**config.mk**
```make
export PLATFORM = sky130hd
export DESIGN_NAME = axi_rd_arbiter
export DESIGN_NICKNAME = d
export VERILOG_FILES = /design/src/rtl/axi_rd_arbiter_pkg.sv /design/src/rtl/axi_rd_arbiter_rr_pick.sv /design/src/rtl/axi_rd_arbiter.sv
export SDC_FILE = /design/constraint.sdc
export NUM_CORES = 1
export LEC_CHECK = 0
export CAP_MARGIN = 15
export CORE_AREA = 2 2 103 105
export CTS_BUF_LIST = sky130_fd_sc_hd__clkbuf_4
export DETAILED_ROUTE_END_ITERATION = 10
export DIE_AREA = 0 0 105 107
export DONT_BUFFER_PORTS = 1
export PLACE_DENSITY = 0.3
export SLEW_MARGIN = 20
export SYNTH_ARGS = -nofsm -noshare
export SYNTH_HDL_FRONTEND = slang
export SYNTH_SLANG_ARGS = --single-unit
```
**constraint.sdc**
```tcl
create_clock -name ACLK -period 4.8 [get_ports ACLK]
set_input_delay 1.44 -clock ACLK [delete_from_list [all_inputs] [get_ports ACLK]]
set_output_delay 1.44 -clock ACLK [all_outputs]
set_load 0.02 [all_outputs]
```
**src/rtl/axi_rd_arbiter_pkg.sv**
```systemverilog
// Shared types and defaults for the AXI read-path arbiter.
// The slave-side ID is widened by the master-select bits.
package axi_pkg;

  typedef enum logic [1:0] {
    IDLE = 2'd0,
    ADDR = 2'd1,
    DATA = 2'd2
  } rd_state_e;

  localparam int NUM_M_DEF     = 2;
  localparam int IDM_BITS_DEF  = 4;
  localparam int ADDR_BITS_DEF = 32;
  localparam int DATA_BITS_DEF = 32;
  localparam int LEN_BITS_DEF  = 4;
  localparam int SIZE_BITS_DEF = 3;

  function automatic int ids_bits(input int num_m, input int idm_bits);
    return $clog2(num_m) + idm_bits;
  endfunction

endpackage

```
**src/rtl/axi_rd_arbiter_rr_pick.sv**
```systemverilog
// Combinational round-robin select: the first requester strictly after
// `last`, wrapping from NUM_M-1 back to 0.
module rr_pick
  import axi_pkg::*;
#(
  parameter int NUM_M = NUM_M_DEF,
  localparam int SEL_BITS = $clog2(NUM_M)
) (
  input  logic [NUM_M-1:0]    req,
  input  logic [SEL_BITS-1:0] last,
  output logic [SEL_BITS-1:0] grant,
  output logic                any_req
);

  always_comb begin
    grant   = '0;
    any_req = 1'b0;
    // Scan farthest-first so the nearest requester after `last` wins.
    for (int k = NUM_M; k >= 1; k--) begin
      if (req[(int'(last) + k) % NUM_M]) begin
        grant   = SEL_BITS'((int'(last) + k) % NUM_M);
        any_req = 1'b1;
      end
    end
  end

endmodule

```
**src/rtl/axi_rd_arbiter.sv**
```systemverilog
// Read-path arbiter: NUM_M masters share one slave AR/R pair with one burst
// in flight, round-robin grant, master index prepended to ARID, beat-count check.
module axi_rd_arbiter
  import axi_pkg::*;
#(
  parameter int NUM_M     = NUM_M_DEF,
  parameter int IDM_BITS  = IDM_BITS_DEF,
  parameter int ADDR_BITS = ADDR_BITS_DEF,
  parameter int DATA_BITS = DATA_BITS_DEF,
  parameter int LEN_BITS  = LEN_BITS_DEF,
  parameter int SIZE_BITS = SIZE_BITS_DEF,
  localparam int SEL_BITS = $clog2(NUM_M),
  localparam int IDS_BITS = ids_bits(NUM_M, IDM_BITS)
) (
  input  logic                                 ACLK,
  input  logic                                 ARESETn,
  input  logic [NUM_M-1:0][IDM_BITS-1:0]       ARID_M,
  input  logic [NUM_M-1:0][ADDR_BITS-1:0]      ARADDR_M,
  input  logic [NUM_M-1:0][LEN_BITS-1:0]       ARLEN_M,
  input  logic [NUM_M-1:0][SIZE_BITS-1:0]      ARSIZE_M,
  input  logic [NUM_M-1:0][1:0]                ARBURST_M,
  input  logic [NUM_M-1:0]                     ARVALID_M,
  output logic [NUM_M-1:0]                     ARREADY_M,
  output logic [NUM_M-1:0][IDM_BITS-1:0]       RID_M,
  output logic [NUM_M-1:0][DATA_BITS-1:0]      RDATA_M,
  output logic [NUM_M-1:0][1:0]                RRESP_M,
  output logic [NUM_M-1:0]                     RLAST_M,
  output logic [NUM_M-1:0]                     RVALID_M,
  input  logic [NUM_M-1:0]                     RREADY_M,
  output logic [IDS_BITS-1:0]                  ARID_S,
  output logic [ADDR_BITS-1:0]                 ARADDR_S,
  output logic [LEN_BITS-1:0]                  ARLEN_S,
  output logic [SIZE_BITS-1:0]                 ARSIZE_S,
  output logic [1:0]                           ARBURST_S,
  output logic                                 ARVALID_S,
  input  logic                                 ARREADY_S,
  input  logic [IDS_BITS-1:0]                  RID_S,
  input  logic [DATA_BITS-1:0]                 RDATA_S,
  input  logic [1:0]                           RRESP_S,
  input  logic                                 RLAST_S,
  input  logic                                 RVALID_S,
  output logic                                 RREADY_S,
  output logic                                 LEN_ERR
);

  rd_state_e           state, state_nxt;
  logic [SEL_BITS-1:0] grant, grant_nxt;
  logic [SEL_BITS-1:0] last_grant, last_nxt;
  logic [SEL_BITS-1:0] pick_idx;
  logic                pick_any;
  logic [LEN_BITS-1:0] len, len_nxt;
  logic [LEN_BITS:0]   beat_cnt, beat_nxt;
  logic                rid_sel_unused;

  // R is routed by the registered grant, so the echoed select bits are not needed.
  assign rid_sel_unused = ^RID_S[IDS_BITS-1:IDM_BITS];

  rr_pick #(.NUM_M(NUM_M)) u_pick (
    .req    (ARVALID_M),
    .last   (last_grant),
    .grant  (pick_idx),
    .any_req(pick_any)
  );

  always_ff @(posedge ACLK or negedge ARESETn) begin
    if (!ARESETn) begin
      state      <= IDLE;
      grant      <= '0;
      last_grant <= SEL_BITS'(NUM_M - 1);
      len        <= '0;
      beat_cnt   <= '0;
    end else begin
      state      <= state_nxt;
      grant      <= grant_nxt;
      last_grant <= last_nxt;
      len        <= len_nxt;
      beat_cnt   <= beat_nxt;
    end
  end

  always_comb begin
    state_nxt = state;
    grant_nxt = grant;
    last_nxt  = last_grant;
    len_nxt   = len;
    beat_nxt  = beat_cnt;
    ARREADY_M = '0;
    RID_M     = '0;
    RDATA_M   = '0;
    RRESP_M   = '0;
    RLAST_M   = '0;
    RVALID_M  = '0;
    ARID_S    = '0;
    ARADDR_S  = '0;
    ARLEN_S   = '0;
    ARSIZE_S  = '0;
    ARBURST_S = '0;
    ARVALID_S = 1'b0;
    RREADY_S  = 1'b0;
    LEN_ERR   = 1'b0;
    case (state)
      IDLE: begin
        if (pick_any) begin
          state_nxt = ADDR;
          grant_nxt = pick_idx;
          len_nxt   = ARLEN_M[pick_idx];
        end
      end
      ADDR: begin
        ARVALID_S        = ARVALID_M[grant];
        ARID_S           = {grant, ARID_M[grant]};
        ARADDR_S         = ARADDR_M[grant];
        ARLEN_S          = ARLEN_M[grant];
        ARSIZE_S         = ARSIZE_M[grant];
        ARBURST_S        = ARBURST_M[grant];
        ARREADY_M[grant] = ARREADY_S;
        if (ARVALID_M[grant] && ARREADY_S) begin
          state_nxt = DATA;
          beat_nxt  = '0;
        end
      end
      DATA: begin
        RVALID_M[grant] = RVALID_S;
        RID_M[grant]    = RID_S[IDM_BITS-1:0];
        RDATA_M[grant]  = RDATA_S;
        RRESP_M[grant]  = RRESP_S;
        RLAST_M[grant]  = RLAST_S;
        RREADY_S        = RREADY_M[grant];
        if (RVALID_S && RREADY_M[grant]) begin
          beat_nxt = beat_cnt + 1'b1;
          LEN_ERR  = (RLAST_S != (beat_cnt == {1'b0, len}));
          // The slave's RLAST, not our count, closes the burst.
          if (RLAST_S) begin
            last_nxt  = grant;
            state_nxt = IDLE;
          end
        end
      end
      default: state_nxt = IDLE;
    endcase
  end

endmodule

```
Word-level counts from Yosys, hierarchy flattened
Index checks and enable logic that the tools add are counted.
- logic and storage cells: 95
- register bits: 13
- input bits: 138
- reduce and logical (&&, ||, !) cells: 9
- bitwise operators: 8
- $lt $le $gt $ge: 5
- equality and inequality tests: 8
- add/sub/neg operators: 3
- multiplexer cells: 57
- operator list (cell ; count):
    2-to-1 mux 32 bit ; 4
    bitwise AND 64 bit ; 1
    2-to-1 mux 64 bit ; 1
    2-to-1 mux 4 bit ; 9
    demux 32 bit (select 1 bit) ; 1
    2-to-1 mux 2 bit ; 11
    2-to-1 mux 1 bit ; 19
    2-to-1 mux 5 bit ; 3
    one-hot mux 5 bit (2 select lines) ; 1
    2-to-1 mux 3 bit ; 3
    bitwise AND 8 bit ; 1
    2-to-1 mux 8 bit ; 1
    != test 2 bit (second input constant) ; 4
    bitwise AND 2 bit ; 3
    less-than comparator 2 x 3 -> 1 bit (second input constant) ; 2
    one-hot mux 2 bit (3 select lines) ; 1
    AND reduction 3 bit ; 2
    adder 5 x 1 -> 5 bit (second input constant) ; 1
    equality test 5 x 4 -> 1 bit ; 1
    bitwise AND 4 bit ; 1
    demux 4 bit (select 1 bit) ; 1
    less-than comparator 1 x 2 -> 1 bit (second input constant) ; 2
    AND reduction 4 bit ; 1
    logical AND 1 bit ; 3
    other kinds (11) ; 13

Logic depth before layout (Yosys ltp)
- depth after elaboration: 9
- gate-level depth with buffers: 6

Modules after synthesis
Synthesis repeated with hierarchy kept, for this count alone.
- cell total of the unflattened synthesis: 217
- area total of the unflattened synthesis: 1746.7 µm²
- by module, submodules not included (module ; cells an instance ; instances ; area an instance (µm²) ; seq. area each (µm²)):
    axi_rd_arbiter ; 215 ; 1 ; 1732.9 ; 326.6
    rr_pick ; 2 ; 1 ; 13.8 ; 0.0

Least setup slack after synthesis
No wires, ideal clock.
- kind: in2out
- from: in RREADY_M[0]
- to: out LEN_ERR
- buffers on the path: 0
- stages on the path: 4
- data arrival time: 2.315 ns
- path slack: 1.045 ns
- cell sequence: mux2i_2 -> nor3b_4 -> nand2_2 -> mux2i_1
- cells in the longest elaborated chain, start to end: 5
- RTL lines (item ; RTL line ; source):
    start: declaration ; axi_rd_arbiter.sv:29 ; input logic [NUM_M-1:0] RREADY_M,
    2-to-1 mux 1 bit (implied by the code) (2 in series) ; axi_rd_arbiter.sv:129 ; if (RVALID_S && RREADY_M[grant]) begin
    logical AND 1 bit ; axi_rd_arbiter.sv:129 ;
    2-to-1 mux 1 bit ; axi_rd_arbiter.sv:129 ;
    2-to-1 mux 1 bit ; axi_rd_arbiter.sv:101 ; case (state)
    end: declaration ; axi_rd_arbiter.sv:43 ; output logic LEN_ERR
Every way passes these cells. The select of a mux whose other input is x is not followed.

Worst setup path after layout
- from: reg grant
- to: out ARADDR_S[8]
- cells in the longest elaborated chain, start to end: 3
- RTL lines (item ; RTL line ; source):
    start: declaration ; axi_rd_arbiter.sv:47 ; logic [SEL_BITS-1:0] grant, grant_nxt;
    start signal: assignment ; axi_rd_arbiter.sv:74 ; grant <= grant_nxt;
    2-to-1 mux 32 bit (implied by the code) (2 in series) ; axi_rd_arbiter.sv:112 ; ARADDR_S = ARADDR_M[grant];
    2-to-1 mux 32 bit ; axi_rd_arbiter.sv:101 ;
    end: declaration ; axi_rd_arbiter.sv:31 ; output logic [ADDR_BITS-1:0] ARADDR_S,
Every way passes these cells. The select of a mux whose other input is x is not followed.

==> results.json <==
{
  "power_leakage_uw": 0.000769,
  "min_period_over_period_pct": 81.4,
  "via_count": 1641,
  "drt_pass1_iterations": 4,
  "cts_buffers": 3,
  "layout_common_cells": "and2_1 (82), a22o_1 (47), dfrtp_1 (12)",
  "grt-ovfl-total": 0,
  "hpwl_um": 5330,
  "track_usage_pct": 9.58,
  "synth_top_area_cell": "and2_1",
  "synth_seq_cells": 13,
  "async_flop_share_pct": 100,
  "skew_ns": 0.000859,
  "finalWirelength_um": 6460,
  "drv_slew": 0,
  "synth_seq_area_share_pct": 18.8,
  "grt_pass1_wl_um": 8340,
  "cts-htree-levels": 1,
  "rsz0062_at_grt": "no",
  "final_common_cell": "and2_1",
  "setup_viol": 0,
  "final_nets": 341,
  "drv_cap": 0,
  "max_freq_mhz": 256,
  "grt_pass1_vias": 1423,
  "fin_ws_ns": 0.893,
  "syn_area_um2": 1740,
  "gp_congestion": 0.766,
  "core_region_area_um2": 10100,
  "place_ws_ns": 0.887,
  "clk_pin_slew_ns": 0.08,
  "die_area_um2": 11200,
  "synth_area_leaders": "and2_1 (29%), a22o_1 (24%), dfrtp_1 (17%)",
  "cts.sinks": 13,
  "cp_max_fo": 47,
  "start_util_pct": 17.2,
  "port_buffers": 0,
  "final_core_util_pct": 18.7,
  "min_period_ns": 3.91,
  "drt-initial-drc-count": 75,
  "avgSynthCellArea_um2": 8.09,
  "viasPerCell": 4.81,
  "yosys_warnings": 0,
  "crit_path_start_kind": "register",
  "worstSkewPairLatency_ns": 0.27,
  "cp_data_arrival_time_ns": 2.47,
  "synth_ff_type": "dfrtp_1",
  "grt_max_degree": 48,
  "hold_slack_ns": 0.497,
  "cts.repair.resized": 0,
  "wl_per_cell_um": 18.9,
  "antenna_found_initial": 2,
  "die_w_um": 105,
  "power_per_cell_area_nw_per_um2": 657,
  "setup_tns_ns": 0,
  "io_pins": 269,
  "clk_path_buf_depth": 2,
  "drc": 0,
  "drive_gt1_share_pct": 9.95,
  "root_buffer": "clkbuf_4",
  "die_h_um": 107,
  "num_rows": 37,
  "worstSetupEndpointType": "output pin",
  "min_path_type": "reg2reg",
  "syn2layout_area_growth_pct": 8.78,
  "worstMarginPinSlew_ns": 1.07,
  "outcome": "complete, no violations",
  "critical_path_class": "reg2out",
  "required_ns": 3.36,
  "synth_cells": 215,
  "postCtsSetupRepairBufs": 0,
  "synth_nets": 354,
  "drt.antenna.violating_nets": 0,
  "synth_cell_types": 33,
  "synth_top_area_share_pct": 29.5,
  "slew_headroom_pct": 28.4,
  "ctsHoldBuffers": 0,
  "hold_viol_final": 0,
  "tritoncts": "built",
  "ir_drop_mv": 0.277,
  "synth_edf_count": 0
}
cell type report:
class / count / area, um2
Inverter: 1 / 3.75
Antenna cell: 4 / 10.0
Fill cell: 1160 / 8200
Multi-Input combinational cell: 183 / 1350
Tap cell: 136 / 170
Sequential cell: 13 / 327
Clock buffer: 4 / 30.0
flip-flops by register name, summed over array words and instances, names as in the netlist:
register    cells
beat_cnt        5
len             4
grant           1
last_grant      1
state           2
worst max-delay path: stages (launching register included):
cell     delay (ns)
dfrtp_1        0.67
inv_1          0.21
nor2_4         0.86
a22o_1         0.44
final timing paths:
kind	start	slack [ns]	cells past startpoint	to
worst max-delay path	grant	0.89	3	ARADDR_S[8]
worst min-delay path	state[1]	0.50	1	state[0]
worst max register to register	grant	3.00	4	beat_cnt[0]
worst min register to register	state[1]	0.50	1	state[0]
max in group asynchronous	ARESETn	3.78	0	last_grant
min in group asynchronous	ARESETn	0.85	0	len[3]
per-stage QoR:
step	cell area [um2]	instances	total power, uW
after floorplan	1740	215	1070
after global placement	1840	333	1180
after detailed placement	1840	333	1170
after CTS	1870	337	1250
after global routing	1880	337	1310
final	1890	341	1240
Yosys cell counts, drive strengths merged (3+ instances only):
cell type and n:
a22o 49, and2 82, buf 9, clkbuf 9, dfrtp 12, mux2i 7, nand2 5, nand2b 3
nand3 3, nor2 8, nor3 3, o21ai 6, xnor2 5
per-layer routing:
metal,global-route usage [%],up-vias,routed length [um]
li1,-,734,-
met1,12.9,788,2590
met2,15.4,115,3190
met3,2.19,4,606
met4,2.76,0,73
met5,0,-,0
cell families after synthesis:
kind of cell / Yosys count / share of synthesized area (%)
xor+xnor: 6 / 3.02
mux: 9 / 5.76
buf+inv: 19 / 5.11
flops: 13 / 18.8
compound gates: 59 / 28.5
simple gates: 108 / 38.1
fa+ha+maj: 1 / 0.719
report_power, final:
part / internal, uW / switching, uW / total, uW
Clock: 37.8 / 35.1 / 72.9
Combinational: 268 / 699 / 968
Sequential: 150 / 51.6 / 201
Power figures use the tool's default switching activity.
